<file path="src/rtl/ins_encoder.sv">
// RV32I instruction encoder/loader: packs decoded fields into instruction words and
// streams them into instruction memory. Optional immediate range check: IMM_RANGE_CHECK_EN.
module ins_encoder #(
    parameter int ADDR_W    = 8,
    parameter int BASE_ADDR = 0
) (
    input  logic              clk,
    input  logic              rst_n,
    input  logic              start,
    input  logic              in_valid,
    output logic              in_ready,
    input  logic [6:0]        opcode,
    input  logic [4:0]        rd,
    input  logic [4:0]        rs1,
    input  logic [4:0]        rs2,
    input  logic [2:0]        funct3,
    input  logic [6:0]        funct7,
    input  logic [31:0]       imm,
    input  logic              mem_ready,
    output logic              we,
    output logic [ADDR_W-1:0] waddr,
    output logic [31:0]       wdata,
    output logic [ADDR_W:0]   count,
    output logic              err,
    output logic [1:0]        err_code
);

    localparam logic [ADDR_W-1:0] BASE = ADDR_W'(BASE_ADDR);
    localparam logic [ADDR_W:0]   LAST = {1'b0, {ADDR_W{1'b1}}};

    localparam logic [6:0] OP_R    = 7'b0110011;
    localparam logic [6:0] OP_IMM  = 7'b0010011;
    localparam logic [6:0] OP_LOAD = 7'b0000011;
    localparam logic [6:0] OP_JALR = 7'b1100111;
    localparam logic [6:0] OP_S    = 7'b0100011;
    localparam logic [6:0] OP_SB   = 7'b1100011;
    localparam logic [6:0] OP_LUI  = 7'b0110111;
    localparam logic [6:0] OP_AUI  = 7'b0010111;

    typedef enum logic [1:0] {IDLE, RUN, FULL} state_t;

    state_t            state_q, state_d;
    logic              we_q, we_d;
    logic [ADDR_W-1:0] waddr_q, waddr_d;
    logic [31:0]       wdata_q, wdata_d;
    logic [ADDR_W:0]   count_q, count_d;
    logic [1:0]        err_code_q, err_code_d;

    logic [31:0]       enc_word;
    logic              enc_ok;
    logic              imm_bad;
    logic              accept;
    logic              complete;

    always_comb begin
        enc_word = '0;
        enc_ok   = 1'b1;
        case (opcode)
            OP_R:                    enc_word = {funct7, rs2, rs1, funct3, rd, opcode};
            OP_IMM, OP_LOAD, OP_JALR: enc_word = {imm[11:0], rs1, funct3, rd, opcode};
            OP_S:                    enc_word = {imm[11:5], rs2, rs1, funct3, imm[4:0], opcode};
            OP_SB:                   enc_word = {imm[12], imm[10:5], rs2, rs1, funct3,
                                                 imm[4:1], imm[11], opcode};
            OP_LUI, OP_AUI:          enc_word = {imm[31:12], rd, opcode};
            default:                 enc_ok   = 1'b0;
        endcase
    end

`ifdef IMM_RANGE_CHECK_EN
    always_comb begin
        imm_bad = 1'b0;
        case (opcode)
            OP_IMM, OP_LOAD, OP_JALR, OP_S:
                imm_bad = !((&imm[31:11]) || !(|imm[31:11]));
            OP_SB:
                imm_bad = !((&imm[31:12]) || !(|imm[31:12])) || imm[0];
            OP_LUI, OP_AUI:
                imm_bad = |imm[11:0];
            default:
                imm_bad = 1'b0;
        endcase
    end
`else
    assign imm_bad = 1'b0;
`endif

    // The last free slot is reserved once it holds a pending write, so no
    // address is ever handed out twice before FULL takes effect.
    assign in_ready = (state_q == RUN) && !start && (!we_q || mem_ready)
                      && !(we_q && (count_q == LAST));
    assign accept   = in_valid && in_ready;
    assign complete = we_q && mem_ready;

    always_comb begin
        state_d    = state_q;
        we_d       = we_q;
        waddr_d    = waddr_q;
        wdata_d    = wdata_q;
        count_d    = count_q;
        err_code_d = err_code_q;
        if (start) begin
            state_d    = RUN;
            we_d       = 1'b0;
            waddr_d    = BASE;
            count_d    = '0;
            err_code_d = '0;
        end else begin
            if (complete) begin
                we_d    = 1'b0;
                waddr_d = waddr_q + 1'b1;
                count_d = count_q + 1'b1;
                if (count_q == LAST) state_d = FULL;
            end
            if (accept) begin
                if (enc_ok) begin
                    we_d    = 1'b1;
                    wdata_d = enc_word;
                    if (imm_bad) err_code_d[1] = 1'b1;
                end else begin
                    err_code_d[0] = 1'b1;
                end
            end
        end
    end

    always_ff @(posedge clk or negedge rst_n) begin
        if (!rst_n) begin
            state_q    <= IDLE;
            we_q       <= 1'b0;
            waddr_q    <= BASE;
            wdata_q    <= '0;
            count_q    <= '0;
            err_code_q <= '0;
        end else begin
            state_q    <= state_d;
            we_q       <= we_d;
            waddr_q    <= waddr_d;
            wdata_q    <= wdata_d;
            count_q    <= count_d;
            err_code_q <= err_code_d;
        end
    end

    assign we       = we_q;
    assign waddr    = waddr_q;
    assign wdata    = wdata_q;
    assign count    = count_q;
    assign err_code = err_code_q;
    assign err      = |err_code_q;

endmodule
</file>
<file path="config.mk">
export PLATFORM = sky130hd
export DESIGN_NAME = ins_encoder
export DESIGN_NICKNAME = d
export VERILOG_FILES = /design/src/rtl/ins_encoder.sv
export SDC_FILE = /design/constraint.sdc
export NUM_CORES = 1
export LEC_CHECK = 0
export ABC_AREA = 1
export CAP_MARGIN = 40
export CORE_UTILIZATION = 44
export CTS_BUF_LIST = sky130_fd_sc_hd__clkbuf_8
export DETAILED_ROUTE_END_ITERATION = 7
export PLACE_DENSITY_LB_ADDON = 0.08
export SETUP_SLACK_MARGIN = 0.05
export SYNTH_ARGS = -nofsm -noshare
export SYNTH_HDL_FRONTEND = slang
export SYNTH_SLANG_ARGS = --single-unit
</file>
<file path="constraint.sdc">
create_clock -name clk -period 2.2 [get_ports clk]
set_input_delay 0.33 -clock clk [delete_from_list [all_inputs] [get_ports clk]]
set_output_delay 0.33 -clock clk [all_outputs]
set_load 0.1 [all_outputs]
</file>
==> results.yml, run 1 <==
global_route:
  grt_pass1_wl_um: 12900
  grt_pass1_vias: 2828
  overflow: 0
  grt_max_degree: 21
  antenna_found_initial: 0
  grt.total_usage_pct: 23.0
worst_setup_path:
  critPathLaunchType: "flop"
  path_class: "reg2out"
  crit_chain: "ha_4 -> nand4_1 -> nor2_2 -> ha_2 -> nand2_2 -> nand2_2 -> nor2_4 -> buf_12"
  cp-end-kind: "output port"
  crit_required_ns: 1.87
  cp_common_cell: "nand2_2"
  rr_worst_depth: 13
  critPathMaxFanout: 4
  critPathArrivalTime_ns: 1.79
  max_stage_delay_ns: 0.52
  critical_path.slowest_cell: "dfrtp_4"
clock_tree:
  numCtsBuffers: 5
  clockBufferDepth: 2
  clk_pin_slew_worst_paths_ns: 0.10
  clk_latency_ns: 0.31
  cts_tree: "built"
  htree_num_levels: 2
  clockRootBuffer: "clkbuf_8"
  clock_sinks: 53
logic_synthesis:
  synth_warnings: 0
  synth_cell_types: 29
  synthTopCellsByArea: "dfrtp_1 46%, nand2_1 23%, nand3_1 5.4%, inv_1 3.9%, o21ai_0 3.1%"
  synthTopCellsByCount: "176 x nand2_1, 53 x dfrtp_1, 31 x nand3_1"
  yosysMostFrequentCell: "nand2_1"
  syn-cell-area_um2: 2880
  async_reset_ff_share_pct: 100
  seq_area_frac_synth_pct: 46.0
  yosys_most_used_dff: "dfrtp_1"
  yosysTopAreaCellShare_pct: 46.0
  avgSynthCellArea_um2: 7.34
  ys_ff_latch: 53
  synth_edf_count: 0
  synthCells: 393
  yosysTopAreaCell: "dfrtp_1"
  syn_nets: 465
routing:
  drt_wl_total_um: 7710
  vias: 2925
  drt-initial-drc-count: 143
  first_pass_iters: 4
  ant_nets: 0
  via_per_inst: 4.88
  drc_errors: 0
  routedWlPerCell_um: 12.9
layout:
  layout-drive-gt1-share_pct: 20.7
  final_nets: 593
  fillerInstances: 579
  areaGrowthSynthToFinish_pct: 47.7
  n_antenna_cell: 0
floorplanning:
  core_um2: 6350
  die-area_um2: 6880
  die_w_um: 82.9
  num_rows: 29
  chipHeight_um: 82.9
  pin_count: 123
  start_util_pct: 45.4
placement:
  dp_hpwl_um: 6050
  io_buffers: 121
  gp_congestion: 0.815
timing:
  finClkSkew_ns: 0.00570
  worst_pin_slew_ns: 0.557
  hold-worst-slack_ns: 0.467
  drv_slew: 0
  max_freq_mhz: 472
  max_slew_margin_pct: 62.7
  rsz0062_at_grt: "yes"
  final_hold_viol_count: 0
  finalCritPeriodShare_pct: 96.3
  setup_viol: 0
  period_minus_slack_ns: 2.12
job:
  drv_cap: 0
hold_path:
  hold_path_class: "in2async"
outcome:
  status: "finished clean"
pwr:
  ir_drop_v: 0.000482
  power_mw: 2.38
  p_per_area_nw_per_um2: 560
  p_leak_nw: 2.20
-- worst max-delay path: cells and delay by family (launching register included) --
kind | cells | cell delay (ns)
adders and majority gates | 2 | 0.36
buffers and inverters | 1 | 0.19
DFF | 1 | 0.52
and+or+nand+nor | 5 | 0.41
-- per-stage QoR --
step                cells  setup TNS, ns  util (%)  setup WS, ns  instance area [um^2]
floorplan             393          -8.93         -        -0.296                  2940
global placement      588              0      64.5        0.0540                  4100
detailed placement    588       -0.00525      64.5      -0.00396                  4100
CTS                   597              0      66.6        0.0609                  4230
global route          599       -0.00424      67.1      -0.00424                  4260
finish                599              0      67.1        0.0808                  4260
-- per-layer routing --
metal | global-route usage [%] | up-vias | share of wire, %
li1 | - | 1487 | -
met1 | 25.8 | 1323 | 41
met2 | 43.0 | 104 | 51
met3 | 5.96 | 11 | 7.1
met4 | 6.11 | 0 | 1.2
met5 | 0 | - | 0
-- cell usage in the layout, fill, tap and decap left out, drive strengths merged, types with 2 or more instances in the layout --
| cell type | n |
|---|---|
| a211oi | 2 |
| a21oi | 11 |
| buf | 66 |
| clkbuf | 6 |
| clkdlybuf4s50 | 67 |
| clkinv | 2 |
| dfrtp | 53 |
| ha | 3 |
| inv | 31 |
| nand2 | 180 |
| nand3 | 31 |
| nand4 | 5 |
| nor2 | 26 |
| nor3 | 7 |
| o21ai | 23 |
| or2 | 2 |
-- flip-flops by register name, summed over array words and instances, names as in the netlist --
| name | cells |
|---|---|
| count | 9 |
| state_q | 2 |
| waddr | 8 |
| we | 1 |
| wdata | 32 |
| err_code | 1 |
-- path summary, 6_finish.rpt --
check | from | slack (ns) | to
max in group asynchronous | rst_n | 1.11 | count[6]$_DFFE_PN0P_
max reg2reg | count[1]$_DFFE_PN0P_ | 0.22 | wdata[29]$_DFFE_PN0P_
min in group clk | wdata[17]$_DFFE_PN0P_ | 0.48 | wdata[17]$_DFFE_PN0P_
max | count[1]$_DFFE_PN0P_ | 0.08 | in_ready
min reg2reg | wdata[17]$_DFFE_PN0P_ | 0.48 | wdata[17]$_DFFE_PN0P_
min | rst_n | 0.47 | count[5]$_DFFE_PN0P_
-- report_power, final --
| part | internal (mW) | switching (mW) | total, mW |
|---|---|---|---|
| clock network | 0.370 | 0.329 | 0.700 |
| registers | 1.01 | 0.0257 | 1.04 |
| logic | 0.202 | 0.444 | 0.645 |
| total | 1.58 | 0.799 | 2.38 |
-- cells by family (layout without fill, tap and decap cells) --
kind of cell | Yosys count | in the layout | share of synthesized area, %
simple gates | 252 | 252 | 36.7
flops | 53 | 53 | 46.0
buf+inv | 46 | 175 | 8.33
compound gates | 38 | 38 | 7.55
fa+ha+maj | 3 | 3 | 1.30
other cells | 1 | 1 | 0.130
-- timing repair --
action / 4_1_cts / 5_1_grt
buffers inserted: 0 / 2
pin swaps: 1 / 0
hold buffers: 1 / 0
setup endpoints to repair: 1 / 26
resized for setup: 1 / 4
hold endpoints to repair: 16 / 0
cloned: 0 / 0
-- final cells by class --
class,count,area (um^2),share of cell area [%]
Clock buffer,6,82.6,1.94
Clock inverter,2,37.5,0.882
Inverter,33,131,3.09
Multi-Input combinational cell,294,1360,32.0
Sequential cell,53,1340,31.5
Tap cell,77,96.3,2.26
Timing Repair Buffer,134,1210,28.3
Power figures use the tool's default switching activity.
==> inputs of run 2 (changes only) <==
CORE_UTILIZATION = 39   (was 44)
CTS_BUF_LIST = not set   (was sky130_fd_sc_hd__clkbuf_8)
clock period = 1.75 ns   (was 2.2 ns; I/O delays follow)
==> results.yml, run 2 (synthesis gave the netlist of run 1 again) <==
outcome:
  status: "finished with violations"
  violations: "setup timing"
worst_setup_path:
  path_buf_inv: 2
  cp_common_cell: "nand2_2"
  path_depth: 9
  reg2reg_slack_ns: -0.21
  crit_start: "count[1]$_DFFE_PN0P_"
  endpoint: "in_ready"
  critical_path.slowest_cell: "dfrtp_4"
  rr_worst_depth: 14
  crit_required_ns: 1.49
  critPathMaxFanout: 2
  path_class: "reg2out"
  r2r_end: "wdata[31]$_DFFE_PN0P_"
  critPathArrivalTime_ns: 1.73
  critPathLaunchType: "flop"
  crit_chain: "ha_4 -> nand4_1 -> nor2_1 -> ha_2 -> nand2_2 -> nand2_2 -> nor2_4 -> buf_6 -> buf_12"
  max_stage_delay_ns: 0.51
  cp-end-kind: "output port"
  reg2reg_from: "count[1]$_DFFE_PN0P_"
  crit_family: "flip-flops"
routing:
  drt-initial-drc-count: 164
  ant_nets: 0
  drt_wl_total_um: 8800
  drc_errors: 0
  first_pass_iters: 4
  routedWlPerCell_um: 13.2
  via_per_inst: 4.80
  vias: 3199
layout:
  postLayoutCoreUtil_pct: 77.1
  final_nets: 641
  areaGrowthSynthToFinish_pct: 86.8
  largest_reg_flops: 32
  n_antenna_cell: 0
  layout-drive-gt1-share_pct: 28.9
  final_cell_mix: "173 x nand2_1, 67 x clkdlybuf4s50_1, 56 x buf_12"
  layout_commonest_cell: "nand2_1"
  fin_cells: 666
pwr:
  ir_drop_v: 0.000421
  p_leak_nw: 2.60
  power_mw: 3.07
  p_per_area_nw_per_um2: 569
timing:
  max_freq_mhz: 501
  fin_ws_ns: -0.247
  drv_slew: 0
  hold-worst-slack_ns: 0.437
  rsz0062_at_grt: "yes"
  finClkSkew_ns: 0.00723
  final_hold_viol_count: 0
  period_minus_slack_ns: 2.00
  finalCritPeriodShare_pct: 114
  setup_tns_ns: -5.74
  setup_viol: 35
floorplanning:
  start_util_pct: 41.3
  core_um2: 6980
  chipHeight_um: 88.0
  num_rows: 30
  die-area_um2: 7740
  die_w_um: 88.0
  pin_count: 123
placement:
  io_buffers: 121
  gp_congestion: 0.891
  dp_hpwl_um: 6850
  dpl.cell_count: 647
clock_tree:
  clk_latency_ns: 0.31
  clockBufferDepth: 2
  clk_pin_slew_worst_paths_ns: 0.10
  numCtsBuffers: 5
  clock_sinks: 53
  cts_tree: "built"
  clockRootBuffer: "clkbuf_8"
  htree_num_levels: 2
global_route:
  antenna_found_initial: 0
  grt.total_usage_pct: 23.8
  overflow: 0
  grt_pass1_vias: 3097
  grt_max_degree: 23
  grt_pass1_wl_um: 14300
hold_path:
  hold_path_class: "in2async"
job:
  drv_cap: 0
[run 2: changes by cell type in the layout (fill, tap and decap cells not counted), sizes merged]
cell / delta
buf: +47
bufinv: -1
clkinvlp: +1
inv: +1
[run 2: area by class of cell]
cell class,count,area [um^2]
clock buffer,5,68.8
fill,496,1600
tap,96,120
inverter,33,134
multi-input combinational,294,1380
sequential,53,1360
timing repair buffer,182,2300
clock inverter,3,26.3
[run 2: worst register-to-register path: cells and delay by family, from the launching register on]
kind | cells | cell delay [ns]
simple gates | 9 | 0.68
flops | 1 | 0.51
buf+inv | 3 | 0.39
fa+ha+maj | 2 | 0.33
[run 2: per-layer routing]
metal  track usage, %  share of wire (%)  vias to the layer above
li1                 -                  -                     1588
met1             30.5                 42                     1490
met2             41.7                 52                      105
met3             4.05                4.5                       16
met4             5.66                1.6                        0
met5                0                  0                        -
[run 2: worst min-delay path by stage]
stage / startpoint / endpoint / slack (ns) / depth (start not counted)
after floorplan: rst_n / count[2]$_DFFE_PN0P_ / -0.03 / 0
after global placement: rst_n / count[0]$_DFFE_PN0P_ / 0.25 / 1
after detailed placement: rst_n / count[3]$_DFFE_PN0P_ / 0.25 / 1
after CTS: rst_n / waddr[1]$_DFFE_PN0P_ / 0.44 / 2
after global routing: rst_n / waddr[1]$_DFFE_PN0P_ / 0.47 / 2
final: rst_n / count[3]$_DFFE_PN0P_ / 0.44 / 2
[run 2: through the flow]
stage / cell area [um^2] / worst slack [ns]
final: 5390 / -0.247
after global routing: 5390 / -0.303
after CTS: 5340 / -0.259
after detailed placement: 5100 / -0.164
after global placement: 5100 / -0.163
after floorplan: 2950 / -0.727
[run 2: what timing repair did]
action                                  CTS  global route
endpoints found under the setup margin   35            36
hold buffers                              1             0
pin swaps                                 7             3
setup buffers                             6             2
hold endpoints to repair                 20             0
resized for setup                        13             7
gates cloned                              2             1
[run 2: power by group]
group	leakage (nW)	internal [mW]	switching (mW)
clock network	0.0423	0.292	0.448
logic	1.86	0.417	0.580
registers	0.700	1.27	0.0566
